**src/rtl/mips_pkg.sv**
```systemverilog
// rtl/mips_pkg.sv - shared encodings and defaults for the MIPS memory arbiter
package mips_pkg;
   localparam int DEF_AW = 10;
   localparam int DEF_DW = 32;

   typedef enum logic [1:0] {
      OWN_NONE = 2'd0,
      OWN_IF   = 2'd1,
      OWN_DM   = 2'd2,
      OWN_LD   = 2'd3
   } owner_t;

   typedef enum logic {
      ST_NORMAL = 1'b0,
      ST_BOOST  = 1'b1
   } arb_state_t;
endpackage

```
**src/rtl/mips_prio_sel.sv**
```systemverilog
// rtl/mips_prio_sel.sv - 3-request fixed-priority picker; boost promotes fetch to the top
module mips_prio_sel (
   input  logic req_ld,
   input  logic req_dm,
   input  logic req_if,
   input  logic boost,
   output logic gnt_ld,
   output logic gnt_dm,
   output logic gnt_if
);
   always_comb begin
      gnt_ld = 1'b0;
      gnt_dm = 1'b0;
      gnt_if = 1'b0;
      if (boost && req_if) begin
         gnt_if = 1'b1;
      end else if (req_ld) begin
         gnt_ld = 1'b1;
      end else if (req_dm) begin
         gnt_dm = 1'b1;
      end else if (req_if) begin
         gnt_if = 1'b1;
      end
   end
endmodule

```
**src/rtl/mips_mem_arbiter.sv**
```systemverilog
// rtl/mips_mem_arbiter.sv - single-port memory arbiter for loader, data stage and fetch
module mips_mem_arbiter
   import mips_pkg::*;
#(
   parameter int AW           = DEF_AW,
   parameter int DW           = DEF_DW,
   parameter int STARVE_LIMIT = 4
) (
   input  logic          clk1,
   input  logic          rst,
   input  logic          halted,
   input  logic          ld_req,
   input  logic          ld_we,
   input  logic [AW-1:0] ld_addr,
   input  logic [DW-1:0] ld_wdata,
   output logic          ld_gnt,
   input  logic          dm_req,
   input  logic          dm_we,
   input  logic [AW-1:0] dm_addr,
   input  logic [DW-1:0] dm_wdata,
   output logic          dm_gnt,
   output logic          dm_rvalid,
   output logic [DW-1:0] dm_rdata,
   input  logic          if_req,
   input  logic [AW-1:0] if_addr,
   output logic          if_gnt,
   output logic          if_rvalid,
   output logic [DW-1:0] if_rdata,
   output logic          mem_en,
   output logic          mem_we,
   output logic [AW-1:0] mem_addr,
   output logic [DW-1:0] mem_wdata,
   input  logic [DW-1:0] mem_rdata
);
   localparam int SW = $clog2(STARVE_LIMIT) + 1;
   localparam logic [SW-1:0] LIMIT = SW'(STARVE_LIMIT);

   arb_state_t    state, state_next;
   owner_t        rd_owner, rd_owner_next;
   logic [SW-1:0] starve_cnt, starve_next;
   logic [AW-1:0] addr_q;
   logic [DW-1:0] wdata_q, if_rdata_q, dm_rdata_q;
   logic          if_eff, sel_ld, sel_dm, sel_if;

   assign if_eff = if_req & ~halted;

   mips_prio_sel u_prio_sel (
      .req_ld (ld_req),
      .req_dm (dm_req),
      .req_if (if_eff),
      .boost  (state == ST_BOOST),
      .gnt_ld (sel_ld),
      .gnt_dm (sel_dm),
      .gnt_if (sel_if)
   );

   assign ld_gnt = sel_ld & ~rst;
   assign dm_gnt = sel_dm & ~rst;
   assign if_gnt = sel_if & ~rst;

   // Address and write data hold their last driven value when idle
   always_comb begin
      mem_en    = ld_gnt | dm_gnt | if_gnt;
      mem_we    = 1'b0;
      mem_addr  = addr_q;
      mem_wdata = wdata_q;
      if (ld_gnt) begin
         mem_we    = ld_we;
         mem_addr  = ld_addr;
         mem_wdata = ld_wdata;
      end else if (dm_gnt) begin
         mem_we    = dm_we;
         mem_addr  = dm_addr;
         mem_wdata = dm_wdata;
      end else if (if_gnt) begin
         mem_addr  = if_addr;
      end
   end

   always_comb begin
      starve_next = '0;
      if (if_eff && !if_gnt) begin
         starve_next = (starve_cnt == LIMIT) ? starve_cnt : starve_cnt + 1'b1;
      end
      // Boost lasts one cycle; fetch is then either served or no longer requesting
      state_next = ST_NORMAL;
      if (state == ST_NORMAL && starve_next == LIMIT) begin
         state_next = ST_BOOST;
      end
      rd_owner_next = OWN_NONE;
      if (ld_gnt && !ld_we) begin
         rd_owner_next = OWN_LD;
      end else if (dm_gnt && !dm_we) begin
         rd_owner_next = OWN_DM;
      end else if (if_gnt) begin
         rd_owner_next = OWN_IF;
      end
   end

   assign if_rvalid = (rd_owner == OWN_IF) & ~rst;
   assign dm_rvalid = (rd_owner == OWN_DM) & ~rst;
   assign if_rdata  = if_rvalid ? mem_rdata : if_rdata_q;
   assign dm_rdata  = dm_rvalid ? mem_rdata : dm_rdata_q;

   always_ff @(posedge clk1) begin
      if (rst) begin
         state      <= ST_NORMAL;
         starve_cnt <= '0;
         rd_owner   <= OWN_NONE;
         addr_q     <= '0;
         wdata_q    <= '0;
         if_rdata_q <= '0;
         dm_rdata_q <= '0;
      end else begin
         state      <= state_next;
         starve_cnt <= starve_next;
         rd_owner   <= rd_owner_next;
         addr_q     <= mem_addr;
         wdata_q    <= mem_wdata;
         if_rdata_q <= if_rdata;
         dm_rdata_q <= dm_rdata;
      end
   end
endmodule

```
**config.mk**
```make
export PLATFORM = sky130hd
export DESIGN_NAME = mips_mem_arbiter
export DESIGN_NICKNAME = d
export VERILOG_FILES = /design/src/rtl/mips_pkg.sv /design/src/rtl/mips_prio_sel.sv /design/src/rtl/mips_mem_arbiter.sv
export SDC_FILE = /design/constraint.sdc
export NUM_CORES = 1
export LEC_CHECK = 0
export ABC_AREA = 1
export CAP_MARGIN = 20
export CORE_UTILIZATION = 46
export DETAILED_ROUTE_END_ITERATION = 10
export HOLD_SLACK_MARGIN = 0.12
export PLACE_DENSITY = 0.87
export SKIP_CTS_REPAIR_TIMING = 1
export SYNTH_ARGS = -nofsm -noshare
export SYNTH_HDL_FRONTEND = slang
export SYNTH_SLANG_ARGS = --single-unit
```
**constraint.sdc**
```tcl
create_clock -name clk1 -period 3.6 [get_ports clk1]
set_clock_uncertainty 0.2 [all_clocks]
set_input_delay 0.72 -clock clk1 [delete_from_list [all_inputs] [get_ports clk1]]
set_output_delay 0.72 -clock clk1 [all_outputs]
set_load 0.005 [all_outputs]
```
==> results of run 1 <==
## registers in the layout, summed over array words and instances, names as in the netlist
| register | count |
|---|---|
| addr_q | 10 |
| starve_cnt | 3 |
| dm_rdata_q | 32 |
| wdata_q | 32 |
| state | 1 |
| rd_owner | 2 |
| if_rdata_q | 32 |
## cell families (layout without fill, tap and decap cells)
kind of cell / after synthesis / count (layout) / synth area share
XOR/XNOR: 1 / 1 / 0.00155
flip-flops: 112 / 112 / 0.397
adder cells (fa/ha/maj): 2 / 2 / 0.00443
AND/OR/NAND/NOR: 352 / 352 / 0.274
buffers and inverters: 251 / 487 / 0.179
AO/OA/AOI/OAI: 143 / 143 / 0.143
## worst min-delay path, stage by stage, from the launching register on
cell                      delay (ns)
sky130_fd_sc_hd__dfxtp_1        0.30
sky130_fd_sc_hd__nand2_1        0.07
sky130_fd_sc_hd__a21oi_1        0.06
## stage by stage
step	total power, W	cells	setup WS, ns	hold WS, ns	utilization
after global placement	0.00203	1228	0.147	0.259	0.692
after floorplan	0.00162	861	1.21	0.251	-
after CTS	0.00299	1244	0.0895	0.273	0.715
after global routing	0.00312	1244	0.0394	0.299	0.716
final	0.00297	1244	0.149	0.272	0.716
after detailed placement	0.00205	1228	0.0954	0.262	0.692
## cell usage after synthesis, types with 5 or more instances
master,n,share of area
sky130_fd_sc_hd__a211oi_1,32,0.043
sky130_fd_sc_hd__a21oi_1,74,0.066
sky130_fd_sc_hd__buf_2,17,0.015
sky130_fd_sc_hd__buf_4,11,0.015
sky130_fd_sc_hd__clkbuf_1,14,0.0093
sky130_fd_sc_hd__dfxtp_1,112,0.40
sky130_fd_sc_hd__inv_1,200,0.13
sky130_fd_sc_hd__nand2_1,202,0.13
sky130_fd_sc_hd__nand3_1,72,0.064
sky130_fd_sc_hd__nor2_1,36,0.024
sky130_fd_sc_hd__o21ai_0,5,0.0044
sky130_fd_sc_hd__o21ai_1,29,0.026
sky130_fd_sc_hd__or2_0,6,0.0067
sky130_fd_sc_hd__or2_1,23,0.025
## metal layers
layer	wire, um	vias to the layer above
met4	475	0
met1	6860	2627
met5	0	-
met3	1280	31
met2	8020	235
li1	-	3081
## cell type report
| type | instances | area, um2 |
|---|---|---|
| clock buffer | 12 | 256 |
| clock inverter | 4 | 28.8 |
| fill | 970 | 3400 |
| inverter | 204 | 766 |
| multi-input combinational | 498 | 2390 |
| sequential | 112 | 2240 |
| tap | 147 | 184 |
| timing repair buffer | 267 | 2700 |
## worst paths after layout
kind,to,depth (start not counted),start,slack [ns]
max,mem_addr[2],7,dm_req,0.15
min,wdata_q[17],2,wdata_q[17],0.27
max reg2reg,dm_rdata_q[25],6,rd_owner[1],1.99
min reg2reg,wdata_q[17],2,wdata_q[17],0.27
## power by group through the flow
stage	clock (W)	sequential [W]	combinational, W
after floorplan	0	0.00134	0.000282
after global placement	0	0.00134	0.000693
after detailed placement	0	0.00134	0.000702
after CTS	0.000972	0.00131	0.000707
after global routing	0.00102	0.00132	0.000771
final	0.000953	0.00131	0.000706
==> results by group, run 1 <==
Floorplanning
  – Die Ht: 113 um
  – Total Die Area: approximately 0.013 mm2
  – Number of top-level design ports: between 200 and 250
  – Starting utilization of the core area: 0.472
  – Std-Cell Core Area: between 0.01 and 0.015 mm2
  – Row Count: 40
  – Die boundary width: ~110 um

Timing
  – Total negative setup slack: 0 ns
  – Number of failing hold endpoints at the final stage: 0
  – Min Clock Period, post-route: ~3.5 ns
  – Max-slew violation count: 0
  – Final setup violating endpoints: 0
  – RSZ-0062 raised after global routing: false
  – Slew headroom: 0.618
  – Timing-limited maximum frequency: roughly 290 MHz
  – Part of the cycle the worst path needs: 0.959
  – Worst-Margin Slew: between 0.5 and 0.6 ns

Power
  – Part of the total power dissipated in combinational logic: 0.237
  – Power per standard cell area: 347 mW/mm2
  – Clock power share: 0.321
  – Register share of total power: 0.442
  – Total net switching power: 0.000765 W
  – Maximum VDD drop: around 210 uV
  – Switching Share: 0.257
  – Cell internal power dissipation: about 0.0022 W
  – Static leakage: between 4 and 5 nW

Final layout
  – Commonest non-fill, non-tap cell in the layout: sky130_fd_sc_hd__clkdlybuf4s50_1
  – Commonest cells after routing, fill and taps aside: 244 x sky130_fd_sc_hd__clkdlybuf4s50_1, 202 x sky130_fd_sc_hd__nand2_1, 200 x sky130_fd_sc_hd__inv_1
  – Fraction of layout instances using a drive strength above 1: 0.0483
  – Final-stage net count: around 1,200
  – ANT cells: 0
  – Final Cell Area: 0.00857 mm2
  – Area growth from synthesis to layout: 51.8%

Routing
  – DRC violation count after routing: 0
  – Via count: approximately 6,000
  – Iteration-0 DRC count of the detailed router: 360
  – Detail Route Antenna Nets: 0
  – Vias per std cell: between 4 and 5
  – WL/cell: ~13 um
  – First-pass DRT Iterations: 5
  – Routed wire length: about 17,000 um

Synthesis
  – Syn avg cell area: around 6.6 um2
  – Syn. warnings: 0
  – Number of register bits inferred by synthesis: 112
  – Post-synth EDFFs: 0
  – Synthesized Nets: 997
  – Post-synth cell types: 30
  – Leading register cell type out of synthesis: sky130_fd_sc_hd__dfxtp_1
  – Cell area after technology mapping: 0.00564 mm2
  – Seq/Total Area, Yosys: 0.397
  – Instance count of the mapped netlist: around 860
  – Async set or reset register ratio after synthesis: 0

Global routing
  – Global-route met2 utilization: 0.452
  – Vias in the first global route: 5,646
  – Wire length of the first global-routing pass: between 20,000 and 30,000 um
  – Met3 track utilization from global routing: 0.0578
  – Most Used Layer, Global Route: met2
  – Pin count of the biggest net entering global routing: 54
  – Antenna violations before repair: 0
  – Global routing met1 resource utilization: 0.317
  – Overall Global Routing Usage: 0.262
  – Sum of overflow across all layers after global routing: 0

Worst setup path
  – Cell-by-cell trace of the critical path: clkdlybuf4s50_1 -> o21bai_1 -> nand2_4 -> nand2_1 -> nand3_1 -> nand2_1 -> clkdlybuf4s50_1
  – Arrival time at the worst endpoint: ~2.5 ns
  – Count of buffer and inverter cells on the critical path: 2
  – Worst path required time: roughly 2.7 ns
  – Family with the most delay on the worst path: buffers and inverters
  – Slowest CP cell: sky130_fd_sc_hd__clkdlybuf4s50_1
  – Crit. End Element: primary output
  – Largest fanout of any net on the critical path: 14
  – Category of the most critical setup path: in -> out
  – Slowest stage delay, CP: 0.51 ns
  – Type of origin of the critical path: input pin

Place
  – Final RePlAce weighted congestion: 0.887
  – Detailed placement HPWL: 12,200 um
  – IO buf count: about 250
  – DP Area: 0.00827 mm2

Clock tree
  – Clock Tree Buf Depth: 2
  – Clock latency at the later pin of the worst-skew pair: approximately 0.33 ns
  – Worst-path clk slew: 0.07 ns
  – Clock buffers created by TritonCTS: 9
  – Sinks on Clock Net: approximately 110
  – Number of levels in the clock H-tree: 3
  – Clock Tree Root: sky130_fd_sc_hd__clkbuf_16
  – TritonCTS clock tree: done

Flow run
  – MaxCap Viol Count: 0

Run status
  – Outcome: finished, final reports clean

Min path
  – Path category of the worst min-delay check: reg -> reg
No activity file was read; power rests on OpenSTA's default activity.
==> run 2: changes to the inputs <==
--- a/config.mk
+++ b/config.mk
@@ -7,6 +7,7 @@
 export LEC_CHECK = 0
 export ABC_AREA = 1
 export CAP_MARGIN = 20
+export CORE_ASPECT_RATIO = 0.6
 export CORE_UTILIZATION = 46
 export DETAILED_ROUTE_END_ITERATION = 10
 export HOLD_SLACK_MARGIN = 0.12
==> constraint.sdc (replaced) <==
create_clock -name clk1 -period 3.6 [get_ports clk1]
set_clock_uncertainty 0.2 [all_clocks]
set_input_delay 0.54 -clock clk1 [delete_from_list [all_inputs] [get_ports clk1]]
set_output_delay 0.54 -clock clk1 [all_outputs]
set_load 0.005 [all_outputs]
==> results by group, run 2 (synthesis gave the netlist of run 1 again) <==
Run status
  – Outcome: finished, final reports clean

Final layout
  – Count of fill cells added during filler insertion: ~970
  – Regs by FF count: dm_rdata_q x32, if_rdata_q x32, wdata_q x32
  – Total area of multi-input combinational cells: approximately 0.0024 mm2
  – Final-stage net count: 1,222
  – Flip-flop and latch area: between 0.002 and 0.0025 mm2
  – Area growth from synthesis to layout: 50.8%
  – Commonest non-fill, non-tap cell in the layout: sky130_fd_sc_hd__clkdlybuf4s50_1
  – Final Cell Area: roughly 0.0085 mm2
  – ANT cells: 0
  – Fraction of layout instances using a drive strength above 1: 0.0440
  – Commonest cells after routing, fill and taps aside: 245 x sky130_fd_sc_hd__clkdlybuf4s50_1, 202 x sky130_fd_sc_hd__nand2_1, 200 x sky130_fd_sc_hd__inv_1
  – Final cell utilization of the core: 0.731

Floorplanning
  – Die Ht: 87.8 um
  – Row Count: 30
  – Number of top-level design ports: 247
  – Die boundary width: ~140 um
  – Std-Cell Core Area: 0.0116 mm2
  – Starting utilization of the core area: 0.485
  – Total Die Area: 0.0127 mm2

Clock tree
  – Clock Tree Buf Depth: 2
  – Clock latency at the later pin of the worst-skew pair: between 0.3 and 0.4 ns
  – Number of levels in the clock H-tree: 3
  – Clock Tree Root: sky130_fd_sc_hd__clkbuf_16
  – Clock buffers created by TritonCTS: 9
  – Sinks on Clock Net: ~110
  – Worst-path clk slew: 0.07 ns
  – TritonCTS clock tree: done

Timing
  – Slew headroom: 0.618
  – Number of failing hold endpoints at the final stage: 0
  – Min Clock Period, post-route: between 3 and 4 ns
  – Part of the cycle the worst path needs: 0.902
  – Max-slew violation count: 0
  – Minimum setup slack in the final design: approximately 0.35 ns
  – RSZ-0062 raised after global routing: false
  – Worst-Margin Slew: around 0.57 ns
  – Final setup violating endpoints: 0
  – Total negative setup slack: 0 ns
  – Timing-limited maximum frequency: about 300 MHz

Global routing
  – Wire length of the first global-routing pass: around 27,000 um
  – Global-route met2 utilization: 0.448
  – Vias in the first global route: between 5,000 and 6,000
  – Antenna violations before repair: 0
  – Sum of overflow across all layers after global routing: 0
  – Met3 track utilization from global routing: 0.0724
  – Overall Global Routing Usage: 0.265
  – Pin count of the biggest net entering global routing: ~50
  – Most Used Layer, Global Route: met2
  – Global routing met1 resource utilization: 0.340

Worst setup path
  – Largest fanout of any net on the critical path: 26
  – Crit. End Element: primary output
  – Worst path required time: 2.86 ns
  – Type of origin of the critical path: input pin
  – Flop2flop setup slack: slightly below 2 ns
  – Category of the most critical setup path: in -> out
  – Arrival time at the worst endpoint: between 2 and 3 ns

Routing
  – Detail Route Antenna Nets: 0
  – Iteration-0 DRC count of the detailed router: 246
  – WL/cell: approximately 13 um
  – Routed wire length: about 17,000 um
  – DRC violation count after routing: 0
  – First-pass DRT Iterations: 4
  – Via count: 5,842
  – Vias per std cell: between 4 and 5

Place
  – IO buf count: roughly 250
  – Detailed placement HPWL: approximately 12,000 um
  – Final RePlAce weighted congestion: around 0.91
  – Pre-CTS setup slack: between 0.3 and 0.4 ns
  – DP Area: 0.00822 mm2

Min path
  – Path category of the worst min-delay check: in -> reg

Power
  – Static leakage: around 4.3 nW
  – PnR Total Power: around 0.0030 W
  – Maximum VDD drop: ~230 uV
  – Power per standard cell area: about 350 mW/mm2

Flow run
  – MaxCap Viol Count: 0
[run 2: path summary, 6_finish.rpt]
| kind | from | endpoint | cells after the start |
|---|---|---|---|
| max | ld_req | mem_wdata[5] | 6 |
| min | rst | wdata_q[21] | 2 |
| min reg2reg | wdata_q[4] | wdata_q[4] | 2 |
| max reg2reg | rd_owner[0] | dm_rdata_q[1] | 6 |
[run 2: metrics by stage]
step | cells | hold WS (ns)
6_report | 1251 | 0.253
5_1_grt | 1251 | 0.244
4_1_cts | 1251 | 0.240
3_5_place_dp | 1235 | 0.262
3_3_place_gp | 1235 | 0.261
2_1_floorplan | 861 | 0.251
[run 2: where the power goes]
group	leakage, nW	total [W]	switching (W)	internal [W]
clock	0.144	0.000989	0.000484	0.000505
sequential	0.914	0.00131	0.0000152	0.00130
combinational	3.20	0.000692	0.000298	0.000394
total	4.26	0.00299	0.000796	0.00220
[run 2: layout make-up]
| class | instances | area share |
|---|---|---|
| Timing Repair Buffer | 261 | 0.307 |
| Multi-Input combinational cell | 498 | 0.282 |
| Sequential cell | 112 | 0.263 |
| Inverter | 204 | 0.0900 |
| Clock buffer | 10 | 0.0281 |
| Tap cell | 160 | 0.0235 |
| Clock inverter | 6 | 0.00662 |
[run 2: worst max-delay path, stage by stage]
cell	delay, ns
sky130_fd_sc_hd__clkdlybuf4s50_1	0.50
sky130_fd_sc_hd__o211ai_4	0.54
sky130_fd_sc_hd__buf_12	0.24
sky130_fd_sc_hd__nand2_1	0.09
sky130_fd_sc_hd__nand2_1	0.08
sky130_fd_sc_hd__clkdlybuf4s50_1	0.49
[run 2: routing by layer]
metal / part of all wire / wire length, um / vias to the layer above
met2: 0.46 / 7670 / 188
met3: 0.072 / 1190 / 13
met4: 0.0090 / 150 / 0
met1: 0.46 / 7620 / 2577
li1: - / - / 3064
met5: 0 / 0 / -
